`src/rtl/serial_mavg_fir_mc.sv`:
```
// Serial-in/serial-out multi-channel moving-average FIR.
// Input words arrive MSB first and rotate through the channels. Each channel
// keeps its own TAPS-deep history and running sum. Results go through a small
// FIFO and are then shifted out MSB first. The output side has backpressure.

// One channel: circular history plus running sum, updated once per word.
module serial_mavg_fir_mc_lane #(
  parameter int DW        = 24,
  parameter int LOG2_TAPS = 4
) (
  input  logic          clk,
  input  logic          rst_n,
  input  logic          upd,
  input  logic [DW-1:0] x,
  output logic [DW-1:0] avg
);
  localparam int TAPS = 1 << LOG2_TAPS;
  localparam int SW   = DW + LOG2_TAPS;

  logic [TAPS-1:0][DW-1:0] hist;
  logic [LOG2_TAPS-1:0]    ptr;
  logic signed [SW-1:0]    sum, sum_new, x_ext, old_ext;

  // Running-sum update: add the new sample, retire the oldest one.
  always_comb begin
    x_ext   = {{LOG2_TAPS{x[DW-1]}}, x};
    old_ext = {{LOG2_TAPS{hist[ptr][DW-1]}}, hist[ptr]};
    sum_new = sum + x_ext - old_ext;
  end

  // The top DW bits of the sum are the floor of sum/TAPS, which is an
  // arithmetic shift followed by truncation.
  assign avg = sum_new[SW-1 -: DW];

  // History, pointer and sum advance only when this channel's word lands.
  always_ff @(posedge clk or negedge rst_n) begin
    if (!rst_n) begin
      hist <= '0;
      ptr  <= '0;
      sum  <= '0;
    end else if (upd) begin
      hist[ptr] <= x;
      ptr       <= ptr + 1'b1;
      sum       <= sum_new;
    end
  end
endmodule

module serial_mavg_fir_mc #(
  parameter  int DATA_WIDTH = 24,
  parameter  int TAPS       = 16,
  parameter  int NUM_CH     = 2,
  parameter  int FIFO_DEPTH = 4,
  localparam int LOG2_TAPS  = $clog2(TAPS),
  localparam int CH_W       = (NUM_CH > 1) ? $clog2(NUM_CH) : 1
) (
  input  logic            i_clk,
  input  logic            i_rst_n,
  input  logic            i_en,
  input  logic            i_bypass,
  input  logic            i_din,
  input  logic            i_din_valid,
  input  logic            i_dout_ready,
  output logic            o_dout,
  output logic            o_dout_valid,
  output logic            o_frame_start,
  output logic [CH_W-1:0] o_ch,
  output logic            o_overflow
);
  localparam int BW = $clog2(DATA_WIDTH);
  localparam int FA = (FIFO_DEPTH > 1) ? $clog2(FIFO_DEPTH) : 1;
  localparam logic [BW-1:0]   LAST_BIT  = BW'(DATA_WIDTH - 1);
  localparam logic [CH_W-1:0] LAST_CH   = CH_W'(NUM_CH - 1);
  localparam logic [FA-1:0]   LAST_SLOT = FA'(FIFO_DEPTH - 1);
  localparam logic [FA:0]     FULL_CNT  = (FA + 1)'(FIFO_DEPTH);

  typedef struct packed {
    logic [DATA_WIDTH-1:0] y;
    logic [CH_W-1:0]       ch;
  } res_t;

  typedef enum logic {IDLE, SHIFT} state_t;

  // ---------------- deserializer ----------------
  logic [DATA_WIDTH-2:0] din_sh;
  logic [DATA_WIDTH-1:0] din_next;
  logic [BW-1:0]         in_cnt;
  logic [CH_W-1:0]       c_in;
  logic [DATA_WIDTH-1:0] x_word;
  logic [CH_W-1:0]       c_word;
  logic                  word_vld;

  assign din_next = {din_sh, i_din};

  // Collect bits. A completed word is held for one enabled edge, which is
  // the edge that updates the filter.
  always_ff @(posedge i_clk or negedge i_rst_n) begin
    if (!i_rst_n) begin
      din_sh   <= '0;
      in_cnt   <= '0;
      c_in     <= '0;
      x_word   <= '0;
      c_word   <= '0;
      word_vld <= 1'b0;
    end else if (i_en) begin
      word_vld <= 1'b0;
      if (i_din_valid) begin
        din_sh <= din_next[DATA_WIDTH-2:0];
        if (in_cnt == LAST_BIT) begin
          in_cnt   <= '0;
          x_word   <= din_next;
          c_word   <= c_in;
          c_in     <= (c_in == LAST_CH) ? '0 : c_in + 1'b1;
          word_vld <= 1'b1;
        end else begin
          in_cnt <= in_cnt + 1'b1;
        end
      end
    end
  end

  // ---------------- per-channel filters ----------------
  logic                                push_req;
  logic [NUM_CH-1:0]                   lane_upd;
  logic [NUM_CH-1:0][DATA_WIDTH-1:0]   lane_avg;
  logic [DATA_WIDTH-1:0]               y_res;

  assign push_req = i_en && word_vld;

  genvar g;
  generate
    for (g = 0; g < NUM_CH; g++) begin : g_lane
      assign lane_upd[g] = push_req && (c_word == CH_W'(g));
      serial_mavg_fir_mc_lane #(
        .DW        (DATA_WIDTH),
        .LOG2_TAPS (LOG2_TAPS)
      ) u_lane (
        .clk   (i_clk),
        .rst_n (i_rst_n),
        .upd   (lane_upd[g]),
        .x     (x_word),
        .avg   (lane_avg[g])
      );
    end
  endgenerate

  // Bypass is looked at on the update edge only. The history is always fed.
  assign y_res = i_bypass ? x_word : lane_avg[c_word];

  // ---------------- result FIFO ----------------
  res_t [FIFO_DEPTH-1:0] fifo_mem;
  logic [FA-1:0]         wr_ptr, rd_ptr;
  logic [FA:0]           fifo_cnt;
  logic                  fifo_full, fifo_empty;
  logic                  push_ok, load, xfer;
  res_t                  rd_data;

  assign fifo_full  = (fifo_cnt == FULL_CNT);
  assign fifo_empty = (fifo_cnt == '0);
  assign rd_data    = fifo_mem[rd_ptr];
  // A pop on the same edge frees a slot, so a full FIFO can still accept.
  assign push_ok    = push_req && (!fifo_full || load);

  // FIFO storage and pointers. Any dropped result sets the sticky flag.
  always_ff @(posedge i_clk or negedge i_rst_n) begin
    if (!i_rst_n) begin
      fifo_mem   <= '0;
      wr_ptr     <= '0;
      rd_ptr     <= '0;
      fifo_cnt   <= '0;
      o_overflow <= 1'b0;
    end else begin
      if (push_ok) begin
        fifo_mem[wr_ptr] <= '{y: y_res, ch: c_word};
        wr_ptr           <= (wr_ptr == LAST_SLOT) ? '0 : wr_ptr + 1'b1;
      end
      if (load)
        rd_ptr <= (rd_ptr == LAST_SLOT) ? '0 : rd_ptr + 1'b1;
      case ({push_ok, load})
        2'b10:   fifo_cnt <= fifo_cnt + 1'b1;
        2'b01:   fifo_cnt <= fifo_cnt - 1'b1;
        default: fifo_cnt <= fifo_cnt;
      endcase
      if (push_req && fifo_full && !load)
        o_overflow <= 1'b1;
    end
  end

  // ---------------- serializer ----------------
  state_t                state, state_nx;
  logic [DATA_WIDTH-1:0] shreg;
  logic [BW-1:0]         bcnt;
  logic [CH_W-1:0]       ch_r;

  // Next state: load from the FIFO when idle, or right after the last bit
  // of a word so that consecutive words go out with no gap.
  always_comb begin
    state_nx = state;
    load     = 1'b0;
    xfer     = 1'b0;
    case (state)
      IDLE: begin
        if (i_en && !fifo_empty) begin
          load     = 1'b1;
          state_nx = SHIFT;
        end
      end
      SHIFT: begin
        if (i_en && i_dout_ready) begin
          xfer = 1'b1;
          if (bcnt == LAST_BIT) begin
            if (!fifo_empty) load = 1'b1;
            else             state_nx = IDLE;
          end
        end
      end
      default: state_nx = IDLE;
    endcase
  end

  // State register and output shifter. Data only moves on an accepted bit.
  always_ff @(posedge i_clk or negedge i_rst_n) begin
    if (!i_rst_n) begin
      state <= IDLE;
      shreg <= '0;
      bcnt  <= '0;
      ch_r  <= '0;
    end else begin
      state <= state_nx;
      if (load) begin
        shreg <= rd_data.y;
        ch_r  <= rd_data.ch;
        bcnt  <= '0;
      end else if (xfer) begin
        shreg <= {shreg[DATA_WIDTH-2:0], 1'b0};
        bcnt  <= (bcnt == LAST_BIT) ? '0 : bcnt + 1'b1;
      end
    end
  end

  assign o_dout        = shreg[DATA_WIDTH-1];
  assign o_dout_valid  = i_en && (state == SHIFT);
  assign o_frame_start = (state == SHIFT) && (bcnt == '0);
  assign o_ch          = ch_r;
endmodule

```
`config.mk`:
```
export PLATFORM = sky130hd
export DESIGN_NAME = serial_mavg_fir_mc
export DESIGN_NICKNAME = d
export VERILOG_FILES = /design/src/rtl/serial_mavg_fir_mc.sv
export SDC_FILE = /design/constraint.sdc
export NUM_CORES = 2
export LEC_CHECK = 0
export CORE_ASPECT_RATIO = 1.1
export CORE_MARGIN = 2
export CORE_UTILIZATION = 65
export CTS_BUF_LIST = sky130_fd_sc_hd__clkbuf_4 sky130_fd_sc_hd__clkbuf_8
export CTS_CLUSTER_DIAMETER = 200
export DETAILED_ROUTE_END_ITERATION = 8
export PLACE_DENSITY = 0.82
export SLEW_MARGIN = 20
export SYNTH_ARGS = -nofsm -noshare
export SYNTH_HDL_FRONTEND = slang
export SYNTH_SLANG_ARGS = --single-unit
```
`constraint.sdc`:
```
create_clock -name i_clk -period 5.8 [get_ports i_clk]
set_clock_uncertainty 0.15 [all_clocks]
set_input_delay 1.16 -clock i_clk [delete_from_list [all_inputs] [get_ports i_clk]]
set_output_delay 1.16 -clock i_clk [all_outputs]
set_load 0.03 [all_outputs]
```
==> metrics.md <==
| Metric | Value |
|---|---|
| GPL Wtd Cong | between 0.9 and 1 |
| Clock buffer depth | 3 |
| Post-CTS Hold Buffers | 0 |
| Worst r2r path cells | 17 |
| Fillcell total | between 4000 and 5000 |
| Synth cell types | just over 90 |
| Row Count | between 100 and 150 |
| Most frequent cell after synthesis | dfrtp_1 |
| DRC | 0 |
| Finished Cell Area | ~0.055 mm² |
| Top_reg_cell synth | dfrtp_1 |
| Core Area | 0.0761 mm² |
| Post-CTS Setup Inserts | 0 |
| Setup TNS | 0 ps |
| Initial DRC Count | slightly above 3000 |
| Clk slew on worst S/H paths | 70 ps |
| YS warnings | 0 |
| VDD IR max | about 0.00025 V |
| Post-Syn Area per Cell | 12.4 µm² |
| Switching portion of total power | 33.1% |
| Port Buffers | 11 |
| Crit start category | flip-flop |
| Post-Syn Area | around 0.050 mm² |
| Hold crit path type | in2async |
| Top cells by area, synth | dfrtp_1, mux4_2, mux2_2 |
| Net Count, Synth | around 4200 |
| Post-synth EDFFs | 0 |
| Critical Path Fanout Max | 17 |
| WL per Instance | 24.2 µm |
| Crit. End Element | flip-flop |
| Final ANT Viol Nets | 0 |
| Max frequency | ~180 MHz |
| CTS Buf Count | roughly 160 |
| Clk_lat worst skew | 840 ps |
| DR pass1 iterations | 5 |
| Layout cells sized above 1 | 31.0% |
| CTS H-Tree Depth | 4 |
| Vias in the first global route | 34800 |
| Power Dens Cells | about 360 mW/mm² |
| Worst relative slew slack | 24.4% |
| Unrepaired setup endpoints after global routing | false |
| DP Area | slightly above 0.05 mm² |
| Clock power frac | about a third |
| P_int | ~13 mW |
| Die Width | between 200 and 300 µm |
| Cell taking the most area after synthesis | dfrtp_1 |
| Gate Count Post-Synth | 4040 |
| Sequential share of power | 39.1% |
| Max-cap check violation count | 0 |
| Arrival @ worst endpoint | 6120 ps |
| Tightest Pin Transition | 1130 ps |
| Register area share after synthesis | 51.4% |
| Net load switching power | 6.50 mW |
| LEAKAGE | about 26 nW |
| Status | finished, final reports clean |
| Global Route Usage Sum | 33.2% |
| CTS tree | done |
| Nets@finish | 4168 |
| Initial antenna violation count | 4 |
| First-pass GRT wire length | about 200000 µm |
| Flops & latches, synth | a little over 1000 |
| Fin crit share | between 90% and 100% |
| Slew Viols, Final | 0 |
| Full die area | just under 0.08 mm² |
| Vias per std cell | around 6.3 |
| # clock sinks | a little over 1000 |
| Final WL | roughly 130000 µm |
| Minimum period implied by the final worst setup slack | between 5000 and 6000 ps |
| Vias | around 33000 |
| Post-synth top cells | dfrtp_1, nand2_1, mux2_2 |
| Initial core utilization | roughly 66% |
| # resized after CTS | 0 |
| CTS root buf | clkbuf_8 |
| Final hold violation count | 0 |
| Asr flop ratio synth | 100% |
| Share of the synthesized area in the top cell type | between 50% and 60% |
| Logic pwr share | about a quarter |
| Critical Path RT | roughly 6400 ps |
| Largest net degree at the start of global routing | roughly 150 |
| Final setup violation count | 0 |
| WS Path Type | reg2reg |
| Layout area overhead | 10.0% |
| Io pins | 12 |
| Grt total ovfl | 0 |
| Die H | 295 µm |
| Final HPWL from detailed placement | a little over 80000 µm |
## stage by stage
stage,instances,setup WS [ps],hold slack [ps],util (%),total power [mW]
3_5_place_dp,4893,221,311,67.5,12.9
6_report,5185,256,221,72.2,19.6
3_3_place_gp,4893,274,304,67.5,12.8
4_1_cts,5181,158,215,72.2,19.6
5_1_grt,5185,101,232,72.2,20.4
2_1_floorplan,4040,602,291,-,11.1
## cell type report
type | count | area, µm² | share of cell area, %
diodes | 3 | 7.51 | 0.0137
clock buffers | 257 | 3250 | 5.91
inverters | 204 | 766 | 1.39
well taps | 1026 | 1280 | 2.33
clock inverters | 31 | 343 | 0.624
repair buffers | 153 | 1390 | 2.53
multi-input cells | 2485 | 22300 | 40.5
flip-flops and latches | 1026 | 25700 | 46.7
## flip-flops by register name, indices dropped and copies added (netlist names)
| name | count |
|---|---|
| x_word | 24 |
| fifo_mem | 100 |
| wr_ptr | 2 |
| g_lane.u_lane.ptr | 8 |
| word_vld | 1 |
| bcnt | 5 |
| c_word | 1 |
| shreg | 24 |
| rd_ptr | 2 |
| g_lane.u_lane.sum | 56 |
| g_lane.u_lane.hist | 768 |
| din_sh | 23 |
| in_cnt | 5 |
| o_ch | 1 |
| fifo_cnt | 3 |
| o_overflow | 1 |
| state | 1 |
| c_in | 1 |
## power by group through the flow
stage | Clock [mW] | Combinational, mW | Sequential, mW
after CTS | 6.79 | 5.13 | 7.67
after floorplan | 0 | 3.53 | 7.61
after global routing | 7.12 | 5.60 | 7.70
after global placement | 0 | 4.98 | 7.78
after detailed placement | 0 | 5.09 | 7.79
final | 6.72 | 5.23 | 7.67
## cells in the final DEF, fill, tap and decap left out, drive strengths merged, types with 13 or more instances in the layout
| cell | n |
|---|---|
| inv | 210 |
| dfrtp | 1026 |
| and2 | 16 |
| mux4 | 265 |
| nor3 | 17 |
| mux2i | 32 |
| a21oi | 78 |
| o31ai | 14 |
| xnor2 | 31 |
| ha | 75 |
| clkbuf | 257 |
| nand2b | 13 |
| fa | 55 |
| xor2 | 30 |
| clkinv | 15 |
| nand3 | 25 |
| nor2 | 80 |
| mux2 | 537 |
| o21ai | 463 |
| a21o | 25 |
| buf | 144 |
| nand2 | 560 |
| a31oi | 27 |
## worst max-delay path: stages (launching register included)
cell and delay [ps]:
dfrtp_4 640, buf_12 230, mux4_2 530, mux4_2 530
ha_1 300, inv_1 60, ha_1 170, inv_1 70
fa_1 440, nand2b_1 200, a21oi_1 140, buf_4 150
o211ai_1 250, a21o_1 290, and4b_1 180, a21oi_1 400
o311ai_1 290, mux2_2 370
## layer usage
metal / global-route usage, % / routed length [µm] / vias to the layer above
li1: - / - / 14200
met1: 43.8 / 49000 / 16900
met2: 52.9 / 60900 / 1353
met3: 7.28 / 9760 / 409
met4: 15.9 / 5950 / 0
met5: 0 / 0 / -
## worst paths after layout
kind                                             from                    endpoint  slack [ps]
setup / recovery              g_lane[1].u_lane.ptr[0]                fifo_mem[17]         260
hold / removal                                i_rst_n  g_lane[1].u_lane.hist[148]         220
setup reg to reg              g_lane[1].u_lane.ptr[0]                fifo_mem[17]         260
hold reg to reg            g_lane[0].u_lane.hist[262]  g_lane[0].u_lane.hist[262]         320
max in group asynchronous                     i_rst_n  g_lane[1].u_lane.hist[335]        3810
min in group i_clk         g_lane[0].u_lane.hist[262]  g_lane[0].u_lane.hist[262]         320
## kinds of logic (layout without fill, tap and decap cells)
kind of cell               count (synthesis)  count (layout)  share of synthesized area (%)
AOI/OAI and AO/OA                        690             690                           8.04
xor gates and xnor gates                  62              62                           1.11
adders and majority gates                130             130                           4.08
buffers and inverters                    529             645                           4.20
DFF                                     1026            1026                           51.4
muxes                                    834             834                           24.7
other                                      0               3                              0
and+or+nand+nor                          769             769                           6.46
No activity file was read; power rests on OpenSTA's default activity.
